File: src/rtl/ieeedrv_sector_rd.sv
// ieeedrv_sector_rd
//   Read-side sector framer. Watches the byte stream coming from the track
//   generator, hunts for the header of the requested track/sector, checks
//   it, then copies the 256-byte data block into a controller buffer and
//   verifies the data checksum. The result is reported as a 3-bit status
//   code with a one-cycle done pulse.
//
// Ports
//   clk_sys, reset          clock, synchronous active-high reset
//   req, abort              start pulse (ignored while busy) / abort pulse
//   req_track, req_sector,
//   req_id, check_id        request fields, latched on req
//   sync_n, brdy_n, byte_in generator stream (sync low, byte-ready low pulse)
//   busy, done, status      request in progress / completion pulse / result
//                           0 OK, 1 no header, 2 no sync, 3 no data block,
//                           4 data checksum, 5 header checksum,
//                           6 ID mismatch, 7 aborted
//   buf_addr, buf_data,
//   buf_we                  data buffer write port
//   hdr_sector, hdr_id      fields of the last parsed header
//
// Handshake: a byte is taken once per falling edge of brdy_n (stb). Buffer
// writes are single-cycle strobes with buf_addr/buf_data valid while buf_we
// is high; buf_addr advances in the cycle after each write.
module ieeedrv_sector_rd #(
   parameter int MAX_HDRS     = 64,
   parameter int NOSYNC_BYTES = 1024,
   parameter int DATA_WIN     = 64
) (
   input  logic        clk_sys,
   input  logic        reset,
   input  logic        req,
   input  logic        abort,
   input  logic [7:0]  req_track,
   input  logic [4:0]  req_sector,
   input  logic [15:0] req_id,
   input  logic        check_id,
   input  logic        sync_n,
   input  logic        brdy_n,
   input  logic [7:0]  byte_in,
   output logic        busy,
   output logic        done,
   output logic [2:0]  status,
   output logic [7:0]  buf_addr,
   output logic [7:0]  buf_data,
   output logic        buf_we,
   output logic [4:0]  hdr_sector,
   output logic [15:0] hdr_id
);

   localparam int HW = $clog2(MAX_HDRS + 1);
   localparam int NW = $clog2(NOSYNC_BYTES + 1);
   localparam int WW = $clog2(DATA_WIN + 1);

   typedef enum logic [2:0] {
      S_IDLE, S_HUNT_HDR, S_HDR, S_HUNT_DATA, S_DATA, S_CHK
   } state_t;

   state_t        state, state_d;
   logic          brdy_l, sync_seen, sync_seen_d;
   logic          busy_d, done_d, buf_we_d;
   logic [2:0]    status_d;
   logic [7:0]    buf_addr_d, buf_data_d;
   logic [4:0]    hdr_sector_d;
   logic [15:0]   hdr_id_d;
   logic [7:0]    r_track, r_track_d;
   logic [4:0]    r_sector, r_sector_d;
   logic [15:0]   r_id, r_id_d;
   logic          r_check, r_check_d;
   logic [2:0]    byte_idx, byte_idx_d;
   logic [7:0]    h_chk, h_chk_d, h_sec, h_sec_d, h_trk, h_trk_d, h_idh, h_idh_d;
   logic [HW-1:0] hdr_cnt, hdr_cnt_d, hdr_cnt_inc;
   logic [WW-1:0] win_cnt, win_cnt_d, win_cnt_inc;
   logic [NW-1:0] nosync_cnt, nosync_cnt_d, nosync_inc;
   logic [7:0]    xor_acc, xor_acc_d;
   logic          stb, code, fin;
   logic [2:0]    fin_code;

   assign stb         = brdy_l & ~brdy_n;
   // A block code is the first non-sync byte after a sync mark.
   assign code        = stb & sync_n & sync_seen;
   assign hdr_cnt_inc = hdr_cnt + 1'b1;
   assign win_cnt_inc = win_cnt + 1'b1;
   assign nosync_inc  = nosync_cnt + 1'b1;

   always_ff @(posedge clk_sys) begin
      if (reset) begin
         state      <= S_IDLE;
         brdy_l     <= 1'b1;
         sync_seen  <= 1'b0;
         busy       <= 1'b0;
         done       <= 1'b0;
         status     <= 3'd0;
         buf_addr   <= 8'd0;
         buf_data   <= 8'd0;
         buf_we     <= 1'b0;
         hdr_sector <= 5'd0;
         hdr_id     <= 16'd0;
         r_track    <= 8'd0;
         r_sector   <= 5'd0;
         r_id       <= 16'd0;
         r_check    <= 1'b0;
         byte_idx   <= 3'd0;
         h_chk      <= 8'd0;
         h_sec      <= 8'd0;
         h_trk      <= 8'd0;
         h_idh      <= 8'd0;
         hdr_cnt    <= '0;
         win_cnt    <= '0;
         nosync_cnt <= '0;
         xor_acc    <= 8'd0;
      end else begin
         state      <= state_d;
         brdy_l     <= brdy_n;
         sync_seen  <= sync_seen_d;
         busy       <= busy_d;
         done       <= done_d;
         status     <= status_d;
         buf_addr   <= buf_addr_d;
         buf_data   <= buf_data_d;
         buf_we     <= buf_we_d;
         hdr_sector <= hdr_sector_d;
         hdr_id     <= hdr_id_d;
         r_track    <= r_track_d;
         r_sector   <= r_sector_d;
         r_id       <= r_id_d;
         r_check    <= r_check_d;
         byte_idx   <= byte_idx_d;
         h_chk      <= h_chk_d;
         h_sec      <= h_sec_d;
         h_trk      <= h_trk_d;
         h_idh      <= h_idh_d;
         hdr_cnt    <= hdr_cnt_d;
         win_cnt    <= win_cnt_d;
         nosync_cnt <= nosync_cnt_d;
         xor_acc    <= xor_acc_d;
      end
   end

   always_comb begin
      state_d      = state;
      busy_d       = busy;
      done_d       = 1'b0;
      status_d     = status;
      buf_we_d     = 1'b0;
      buf_data_d   = buf_data;
      // The address of a write holds through its strobe, then advances.
      buf_addr_d   = buf_we ? buf_addr + 8'd1 : buf_addr;
      hdr_sector_d = hdr_sector;
      hdr_id_d     = hdr_id;
      r_track_d    = r_track;
      r_sector_d   = r_sector;
      r_id_d       = r_id;
      r_check_d    = r_check;
      byte_idx_d   = byte_idx;
      h_chk_d      = h_chk;
      h_sec_d      = h_sec;
      h_trk_d      = h_trk;
      h_idh_d      = h_idh;
      hdr_cnt_d    = hdr_cnt;
      win_cnt_d    = win_cnt;
      nosync_cnt_d = nosync_cnt;
      xor_acc_d    = xor_acc;
      fin          = 1'b0;
      fin_code     = 3'd0;
      if (!sync_n)
         sync_seen_d = 1'b1;
      else if (stb)
         sync_seen_d = 1'b0;
      else
         sync_seen_d = sync_seen;

      if (state == S_IDLE) begin
         // done high means the previous request just finished: drop req.
         if (req && !done) begin
            r_track_d    = req_track;
            r_sector_d   = req_sector;
            r_id_d       = req_id;
            r_check_d    = check_id;
            status_d     = 3'd0;
            hdr_cnt_d    = '0;
            win_cnt_d    = '0;
            nosync_cnt_d = '0;
            busy_d       = 1'b1;
            state_d      = S_HUNT_HDR;
         end
      end else if (abort) begin
         fin      = 1'b1;
         fin_code = 3'd7;
      end else begin
         // No-sync watchdog, active only while hunting.
         if (state == S_HUNT_HDR || state == S_HUNT_DATA) begin
            if (!sync_n)
               nosync_cnt_d = '0;
            else if (stb && !sync_seen) begin
               if (nosync_inc == NW'(NOSYNC_BYTES)) begin
                  fin      = 1'b1;
                  fin_code = 3'd2;
               end else
                  nosync_cnt_d = nosync_inc;
            end
         end
         case (state)
            S_HUNT_HDR: begin
               if (code && byte_in == 8'h08) begin
                  state_d    = S_HDR;
                  byte_idx_d = 3'd0;
               end
            end
            S_HDR: begin
               if (!sync_n)
                  state_d = S_HUNT_HDR;
               else if (stb) begin
                  byte_idx_d = byte_idx + 3'd1;
                  case (byte_idx)
                     3'd0: h_chk_d = byte_in;
                     3'd1: begin
                        h_sec_d      = byte_in;
                        hdr_sector_d = byte_in[4:0];
                     end
                     3'd2: h_trk_d = byte_in;
                     3'd3: begin
                        h_idh_d        = byte_in;
                        hdr_id_d[15:8] = byte_in;
                     end
                     default: begin
                        hdr_id_d[7:0] = byte_in;
                        hdr_cnt_d     = hdr_cnt_inc;
                        // A matching header wins over the header limit.
                        if (h_sec != {3'd0, r_sector} || h_trk != r_track) begin
                           state_d = S_HUNT_HDR;
                           if (hdr_cnt_inc == HW'(MAX_HDRS)) begin
                              fin      = 1'b1;
                              fin_code = 3'd1;
                           end
                        end else if (h_chk != (h_sec ^ h_trk ^ h_idh ^ byte_in)) begin
                           fin      = 1'b1;
                           fin_code = 3'd5;
                        end else if (r_check && {h_idh, byte_in} != r_id) begin
                           fin      = 1'b1;
                           fin_code = 3'd6;
                        end else begin
                           state_d   = S_HUNT_DATA;
                           win_cnt_d = '0;
                        end
                     end
                  endcase
               end
            end
            S_HUNT_DATA: begin
               if (stb) begin
                  win_cnt_d = win_cnt_inc;
                  if (code && byte_in == 8'h07) begin
                     state_d    = S_DATA;
                     buf_addr_d = 8'd0;
                     xor_acc_d  = 8'd0;
                  end else if (code || win_cnt_inc == WW'(DATA_WIN)) begin
                     fin      = 1'b1;
                     fin_code = 3'd3;
                  end
               end
            end
            S_DATA: begin
               if (!sync_n) begin
                  fin      = 1'b1;
                  fin_code = 3'd3;
               end else if (stb) begin
                  buf_we_d   = 1'b1;
                  buf_data_d = byte_in;
                  xor_acc_d  = xor_acc ^ byte_in;
                  if (buf_addr == 8'hff)
                     state_d = S_CHK;
               end
            end
            S_CHK: begin
               if (!sync_n) begin
                  fin      = 1'b1;
                  fin_code = 3'd3;
               end else if (stb) begin
                  fin      = 1'b1;
                  fin_code = (byte_in == xor_acc) ? 3'd0 : 3'd4;
               end
            end
            default: state_d = S_IDLE;
         endcase
      end

      if (fin) begin
         state_d  = S_IDLE;
         busy_d   = 1'b0;
         done_d   = 1'b1;
         status_d = fin_code;
      end
   end

endmodule

File: config.mk
export PLATFORM = sky130hd
export DESIGN_NAME = ieeedrv_sector_rd
export DESIGN_NICKNAME = d
export VERILOG_FILES = /design/src/rtl/ieeedrv_sector_rd.sv
export SDC_FILE = /design/constraint.sdc
export NUM_CORES = 1
export LEC_CHECK = 0
export BUFFER_PORTS_ARGS = -buffer_cell sky130_fd_sc_hd__buf_2
export CAP_MARGIN = 20
export CELL_PAD_IN_SITES_DETAIL_PLACEMENT = 0
export CELL_PAD_IN_SITES_GLOBAL_PLACEMENT = 1
export CORE_ASPECT_RATIO = 1.1
export CORE_MARGIN = 2
export CORE_UTILIZATION = 35
export CTS_BUF_LIST = sky130_fd_sc_hd__clkbuf_16
export DETAILED_ROUTE_END_ITERATION = 12
export GPL_ROUTABILITY_DRIVEN = 1
export PLACE_DENSITY = 0.74
export RECOVER_POWER = 50
export SYNTH_ARGS = -nofsm -noshare
export SYNTH_HDL_FRONTEND = slang
export SYNTH_SLANG_ARGS = --single-unit
File: constraint.sdc
create_clock -name clk_sys -period 2.85 [get_ports clk_sys]
set_input_delay 0 -clock clk_sys [delete_from_list [all_inputs] [get_ports clk_sys]]
set_output_delay 0 -clock clk_sys [all_outputs]
set_load 0.005 [all_outputs]
# --- After elaboration in Yosys (flattened, before gate mapping) ---
# Cells that the tools add are included.
word_totals:
  ff_bits: 138
  input_bits: 44
  out_inout_bits: 43
  elab_cells: 232
classes:
  add_sub_neg: 5
  eq_ne: 49
  mux: 103
  bitwise_logic: 13
  reduce_logical: 38
op_table:
  columns: ["operator", "n"]
  rows:
  - ["$mux 7", 16]
  - ["$mux 3", 37]
  - ["$mux 8", 10]
  - ["$mux 11", 7]
  - ["$reduce_and 6->1", 7]
  - ["$ne 3x3->1 const B", 11]
  - ["$xor 8x8->8", 4]
  - ["$mux 1", 23]
  - ["$ne 16x16->1", 1]
  - ["$ne 8x8->1", 2]
  - ["$pmux 8 s2", 1]
  - ["$reduce_bool 2->1", 8]
  - ["$pmux 3 s5", 1]
  - ["$add 7x1->7 const B", 2]
  - ["$eq 7x7->1 const B", 2]
  - ["$pmux 7 s2", 1]
  - ["$reduce_and 13->1", 1]
  - ["$eq 3x2->1 const B", 4]
  - ["$ne 2x1->1 const B", 6]
  - ["$ne 2x2->1 const B", 6]
  - ["$pmux 3 s4", 1]
  - ["$add 11x1->11 const B", 1]
  - ["$eq 11x11->1 const B", 1]
  - ["$ne 5x5->1 const B", 2]
  - ["other kinds (29)", 53]

# --- Longest topological paths before layout ---
# Gate-level depths: netlist (run 1).
logic_depth:
  ltp_word: 17
  ltp_mapped: 11
  depth_no_buf: 9

# --- Least setup slack after synthesis (run 1) ---
# No wires, ideal clock.
synth_path:
  path_kind: "reg-to-reg"
  start: "register nosync_cnt[0]"
  end: "register nosync_cnt[0]"
  setup_ns: 0.065
  t_arrival_ns: 2.302
  slack_ns: 0.483
  stages_incl_launch_ff: 11
  path_buffers: 2
  path_cell_list: "dfxtp_1 > ha_1 > clkbuf_1 > a211o_1 > a211oi_1 > o2111ai_1 > o31ai_1 > buf_2 > a21oi_1 > mux2_2 > nor2_1"
synth_between:
  elab_chain_len: 7
  elab_cells_between_ends: 10
  classes_between: "add/sub: 1; eq/ne: 2; mux: 6; reduce/logical: 1"
synth_lines:
  columns: ["item", "line_no", "rtl"]
  rows:
  - ["start: declaration", "74", "logic [NW-1:0] nosync_cnt, nosync_cnt_d, nosync_inc;"]
  - ["start signal: assignment", "135", "nosync_cnt <= nosync_cnt_d;"]
  - ["$add 11x1->11 *", "84", "assign nosync_inc = nosync_cnt + 1'b1;"]
  - ["$mux 11", "196", "if (nosync_inc == NW'(NOSYNC_BYTES)) begin"]
  - ["$mux 11", "195", "else if (stb && !sync_seen) begin"]
  - ["$mux 11", "193", "if (!sync_n)"]
  - ["$mux 11", "192", "if (state == S_HUNT_HDR || state == S_HUNT_DATA) begin"]
  - ["$mux 11", "187", "end else if (abort) begin"]
  - ["$mux 11", "173", "if (state == S_IDLE) begin"]
# Every way passes the cells marked *; elsewhere a longest branch is shown, timed or not. The select of a mux whose other input is x is not followed.
# A chain may end at the register's enable or synchronous reset.

# --- Worst setup path after layout (run 1) ---
layout_path:
  start: "register nosync_cnt[0]"
  end: "register status[2]"
layout_between:
  elab_chain_len: 17
  elab_cells_between_ends: 26
  classes_between: "add/sub: 1; eq/ne: 1; mux: 21; reduce/logical: 3"
layout_lines:
  columns: ["item", "line_no", "rtl"]
  rows:
  - ["$add 11x1->11 *", "84", null]
  - ["$eq 11x11->1 *", "196", null]
  - ["$mux 1 *", "196", null]
  - ["$mux 1 *", "195", null]
  - ["$mux 1 *", "193", null]
  - ["$mux 1 *", "192", null]
  - ["$mux 1", "239", "end else if (r_check && {h_idh, byte_in} != r_id) begin"]
  - ["$mux 1", "236", "end else if (h_chk != (h_sec ^ h_trk ^ h_idh ^ byte_in)) begin"]
  - ["$mux 1", "230", "if (h_sec != {3'd0, r_sector} || h_trk != r_track) begin"]
  - ["$mux 1", "215", "case (byte_idx)"]
  - ["$mux 1", "213", "else if (stb) begin"]
  - ["$mux 1", "211", "if (!sync_n)"]
  - ["$pmux 1 s4 *", "203", "case (state)"]
  - ["$mux 1 *", "187", null]
  - ["$mux 1 *", "173", null]
  - ["$reduce_bool 2->1 (no line)", null, null]
  - ["$reduce_and 2->1 (no line)", null, null]
  - ["end signal: assignment", "118", "status <= status_d;"]
  - ["end: declaration", "43", "output logic [2:0] status,"]
# Every way passes the cells marked *; elsewhere a longest branch is shown, timed or not.

==> results of run 1 <==
critical path, delay by kind of cell (launching register included):
| kind | cells | cell delay, ns |
|---|---|---|
| DFF | 1 | 0.36 |
| and+or+nand+nor | 1 | 0.43 |
| adders and majority gates | 1 | 0.31 |
| AOI/OAI and AO/OA | 6 | 1.42 |
placed cells by master (no fill, tap or decap), types with 4 or more instances in the layout:
master	n
or3_1	9
xnor3_1	6
nand2_1	142
clkbuf_16	17
a21oi_1	98
nand2b_1	10
nand3b_1	7
o21ai_0	28
a211oi_1	9
mux2i_1	17
nor2_1	73
nor4_1	9
clkbuf_1	31
and3_1	8
buf_4	28
xnor2_1	40
nand4_1	13
nor2b_1	14
buf_2	56
dlygate4sd3_1	35
dfxtp_1	133
nor3b_1	5
clkinvlp_4	4
nand3_1	39
a31oi_1	6
xor2_1	17
nor3_1	14
inv_1	16
ha_1	10
stage by stage:
stage / cell area, um^2 / hold WS (ns) / setup WS, ns / power, mW / std cells
2_1_floorplan: 6802 / 0.09180 / 0.4830 / 2.751 / 847
3_3_place_gp: 7527 / 0.2430 / 0.3298 / 3.068 / 1152
4_1_cts: 8444 / 0.0007173 / 0.2314 / 5.233 / 1219
6_report: 8388 / 0.02583 / 0.2659 / 5.182 / 1219
5_1_grt: 8388 / 0.02301 / 0.06911 / 5.433 / 1219
3_5_place_dp: 7527 / 0.2451 / 0.2506 / 3.073 / 1152
metal layers:
| layer | track usage (%) | up-vias |
|---|---|---|
| met5 | 0 | - |
| li1 | - | 3184 |
| met1 | 24.56 | 3047 |
| met2 | 31.97 | 132 |
| met4 | 5.567 | 0 |
| met3 | 4.343 | 21 |
registers in the layout (all words and copies together) (netlist names), 8 cells and up:
register	flops
hdr_id	8
nosync_cnt	11
r_track	8
buf_addr	8
h_chk	8
h_idh	8
xor_acc	8
h_trk	8
r_id	16
buf_data	8
power groups by stage:
stage	Sequential (mW)	Clock, mW	Combinational (mW)
CTS	2.09	2.16	0.979
global route	2.11	2.25	1.08
finish	2.09	2.13	0.962
global placement	2.13	0	0.935
detailed placement	2.13	0	0.940
floorplan	2.09	0	0.662
cell type report:
cell class / instances / area [um^2] / area share, %
tap: 247 / 309.0 / 3.684
multi-input combinational: 643 / 3839 / 45.76
timing repair buffer: 151 / 962.2 / 11.47
clock inverter: 15 / 141.4 / 1.686
inverter: 13 / 48.80 / 0.5817
clock buffer: 17 / 425.4 / 5.072
sequential: 133 / 2663 / 31.74
worst paths after layout:
path                       from         to  slack [ns]  depth (start not counted)
hold / removal       byte_in[0]  hdr_id[0]        0.03                          3
setup / recovery  nosync_cnt[0]  status[2]        0.27                          8
setup reg to reg  nosync_cnt[0]  status[2]        0.27                          8
hold reg to reg       hdr_id[7]  hdr_id[7]        0.45                          2
repair_timing:
action	CTS	global route
endpoints found under the setup margin	0	0
resized for setup	0	0
hold buffers	35	0
hold endpoints to repair	38	0
cell families (layout without fill, tap and decap cells):
kind of cell,count (synthesis),in the layout,synth area share (%)
AND/OR/NAND/NOR,363,363,25.63
AO/OA/AOI/OAI,189,189,17.13
flip-flops,133,133,39.15
buffers and inverters,71,196,4.268
XOR/XNOR,63,63,9.327
multiplexers,18,18,2.667
adder cells (fa/ha/maj),10,10,1.840
==> results.json, run 1 <==
{
  "yosysTopAreaCell": "dfxtp_1",
  "crit_fanout": 8,
  "die-area_mm2": 0.02057,
  "startpoint_type": "flop",
  "dp_hpwl_mm": 13.37,
  "internal_power_mw": 3.645,
  "fin_crit_sh_pct": 90.67,
  "netlist_instances": 847,
  "wl_met1_mm": 8.894,
  "relSlewSlack_pct": 43.12,
  "track_usage_pct": 19.10,
  "hold_class": "in -> reg",
  "ys_types": 74,
  "wl_per_cell_um": 15.91,
  "ys_warn_count": 0,
  "top_layer": "met4",
  "fin_worst_skew_ns": 0.009768,
  "crit_type": "reg -> reg",
  "status": "complete, no violations",
  "swShare_pct": 29.66,
  "synth_edf_count": 0,
  "postCtsSetupBuffers": 0,
  "drtIter0Drc": 414,
  "io_pins": 87,
  "synthTopCellsByCount": "nand2_1 (142), dfxtp_1 (133), a21oi_1 (98)",
  "fmax_ghz": 0.3870,
  "route.met2.wl_mm": 9.440,
  "grt_pass1_wl_mm": 30.92,
  "drive_above_1_share_pct": 13.07,
  "dieHeight_um": 150.2,
  "cts.sinks": 133,
  "wirelength_mm": 19.39,
  "crit_arrival_ns": 2.93,
  "finalCoreUtilization_pct": 43.92,
  "clk_latency_ns": 0.42,
  "setup_violations": 0,
  "grt_max_degree": 79,
  "async_flop_share_pct": 0,
  "die_x_um": 136.9,
  "syn_avg_cell_area_um2": 8.030,
  "cpMaxStageDelayCell": "nor4b_1",
  "fin_setup_tns_ns": 0,
  "synth_most_common_cell": "nand2_1",
  "synth_area_mm2": 0.006802,
  "peakVddDrop_uv": 437.0,
  "fp.coreArea_mm2": 0.01910,
  "synth_top_area_share_pct": 39.15,
  "slew_violations": 0,
  "p_seq_share_pct": 40.4,
  "power_frac_comb_pct": 18.6,
  "drc": 0,
  "syn_to_final_growth_pct": 23.33,
  "rows": 53,
  "worst_path_largest_cell_delay_ns": 0.43,
  "grt_pass1_vias": 6021,
  "ys.flop_type": "dfxtp_1",
  "cts-buffers-inserted": 17,
  "crit_path_cell_trace": "ha_1, a211o_1, a211oi_1, o2111ai_1, nor4b_1, o21bai_1, a221o_1, o21ai_0",
  "p_per_area_mw_per_mm2": 617.7,
  "final_antenna_net_count": 0,
  "cts.path.max_buffers": 2,
  "fin_nets": 1013,
  "port_buffers": 86,
  "place_congestion": 0.8538,
  "nFillCells": 2000,
  "clockPowerShare_pct": 41.0,
  "antenna_found_initial": 0,
  "rsz0062_at_grt": "no",
  "worst_slew_pin_slew_ns": 0.8532,
  "first_pass_iters": 5,
  "cts_tree": "done",
  "max_cap_viol_count": 0,
  "synth_area_leaders": "dfxtp_1 (39%), nand2_1 (7.8%), a21oi_1 (7.2%)",
  "initial_utilization_pct": 35.61,
  "overflow": 0,
  "seq_area_frac_synth_pct": 39.15,
  "num_vias": 6384,
  "htreeDepth": 4,
  "crit_required_ns": 3.20,
  "min_period_ns": 2.584,
  "diodes": 0,
  "p_leak_nw": 3.168,
  "syn_nets": 901,
  "ys_seq_elements": 133,
  "critPathCaptureType": "flop",
  "clk_pin_slew_worst_paths_ns": 0.06,
  "wl_met3_um": 799,
  "p_switching_mw": 1.537,
  "vias_per_cell": 5.237,
  "cts_root_buf": "clkbuf_16",
  "hold_viol": 0
}
Power figures use the tool's default switching activity.
==> run 2, diff against run 1 <==
BUFFER_PORTS_ARGS = unset   (was -buffer_cell sky130_fd_sc_hd__buf_2)
DONT_BUFFER_PORTS = 1   (was unset)
PLACE_DENSITY = 0.69   (was 0.74)
SLEW_MARGIN = 20   (was unset)
==> results.json, run 2 (synthesis results as in run 1) <==
{
  "status": "complete, no violations",
  "port_buffers": 0,
  "die-area_mm2": 0.02057,
  "gr-max-usage-layer": "met2",
  "fin_worst_skew_ns": 0.01048,
  "regMostFlops": "r_id",
  "peakVddDrop_uv": 428.9,
  "drc": 0,
  "final_antenna_net_count": 0,
  "clk_pin_slew_worst_paths_ns": 0.06,
  "grt_util_met2_pct": 33.70,
  "io_pins": 87,
  "fin_setup_tns_ns": 0,
  "rsz0062_at_grt": "no",
  "cp_num_buf_inv": 1,
  "largest_reg_flops": 16,
  "use_met3_pct": 5.152,
  "crit_arrival_ns": 2.93,
  "syn_to_final_growth_pct": 18.86,
  "cts-buffers-inserted": 17,
  "dp_hpwl_mm": 12.99,
  "num_vias": 6035,
  "slew_violations": 0,
  "grt_max_degree": 123,
  "grt_pass1_wl_mm": 31.98,
  "fp.coreArea_mm2": 0.01910,
  "worst_slew_pin_slew_ns": 0.8646,
  "diodes": 0,
  "cts.sinks": 133,
  "grt_pass1_vias": 5827,
  "initial_utilization_pct": 35.61,
  "vias_per_cell": 5.313,
  "mostFrequentLayoutCells": "nand2_1 (142), dfxtp_1 (133), a21oi_1 (98)",
  "rows": 53,
  "clk_latency_ns": 0.42,
  "track_usage_pct": 20.22,
  "fin_nets": 930,
  "cpMaxStageDelayCell": "dfxtp_1",
  "fin_crit_sh_pct": 90.50,
  "worst_hold_slack_ns": 0.002146,
  "grt_use_met1_pct": 25.42,
  "htreeDepth": 4,
  "p_leak_nw": 2.922,
  "crit_type": "reg -> reg",
  "wl_per_cell_um": 17.69,
  "wirelength_mm": 20.09,
  "largestRegisters": "r_id x16, nosync_cnt x11",
  "startpoint_type": "flop",
  "min_period_ns": 2.579,
  "worst_path_largest_cell_delay_ns": 0.48,
  "hold_class": "in -> reg",
  "crit_required_ns": 3.20,
  "antenna_found_initial": 0,
  "dp_cells": 1062,
  "cts_tree": "done",
  "hold_viol": 0,
  "dieHeight_um": 150.2,
  "overflow": 0,
  "max_cap_viol_count": 0,
  "critPathCaptureType": "flop",
  "crit_path_cell_trace": "nand3_1, or3_4, a311oi_2, o31ai_1, buf_4, or3_1, or4_1, o21ai_0",
  "final_common_cell": "nand2_1",
  "p_per_area_mw_per_mm2": 653.5,
  "drtIter0Drc": 465,
  "fmax_ghz": 0.3877,
  "first_pass_iters": 5,
  "place_congestion": 0.8706,
  "drive_above_1_share_pct": 7.649,
  "cts_root_buf": "clkbuf_16",
  "relSlewSlack_pct": 42.33,
  "die_x_um": 136.9,
  "crit_fanout": 13,
  "power_mw": 5.283,
  "cts.path.max_buffers": 2,
  "setup_violations": 0,
  "crit_family": "simple AND/OR/NAND/NOR gates",
  "fin_cells": 1136
}
run 2: cell types whose count changed in the layout (fill, tap and decap cells not counted), moves of 2 or more:
cell           previous run  this run
buf_2                    56         0
clkbuf_1                 31         3
buf_4                    28        22
dlygate4sd3_1            35        41
inv_6                     2         6
clkinvlp_4                4         1
inv_1                    16        14
run 2: cell type report:
class | count | area [um^2]
Clock buffer | 17 | 425.4
Clock inverter | 15 | 175.2
Fill cell | 1979 | 11010
Inverter | 13 | 48.80
Multi-Input combinational cell | 643 | 3844
Sequential cell | 133 | 2663
Tap cell | 247 | 309.0
Timing Repair Buffer | 68 | 619.3
run 2: repair_timing:
action,in CTS,in global routing
endpoints found under the hold margin,125,0
buffers inserted,0,0
hold buffers,42,0
gates resized for setup,0,0
run 2: final timing paths:
kind / slack, ns / cells after the start / from / end
min reg2reg: 0.46 / 2 / h_chk[2] / h_chk[2]
max reg2reg: 0.27 / 8 / nosync_cnt[2] / nosync_cnt[7]
min: 0.002 / 2 / reset / win_cnt[1]
max: 0.27 / 8 / nosync_cnt[2] / nosync_cnt[7]
run 2: power by group:
group          switching [mW]  total [mW]  internal, mW
sequential              0.105        2.09          1.98
clock                   0.887        2.27          1.38
combinational           0.560       0.927         0.368
total                    1.55        5.28          3.73
run 2: stage by stage:
stage          cell area [um^2]  worst slack [ns]  utilization [%]
2_1_floorplan              6802            0.4830                -
3_3_place_gp               7064            0.3239            36.99
3_5_place_dp               7064            0.3053            36.99
4_1_cts                    8103            0.2827            42.43
5_1_grt                    8084           0.04411            42.33
6_report                   8084            0.2709            42.33
run 2: routing by layer:
metal | vias to the layer above | share of wire, %
met1 | 2845 | 45
met4 | 0 | 1.9
met3 | 30 | 5.3
met5 | - | 0
met2 | 140 | 48
li1 | 3020 | -
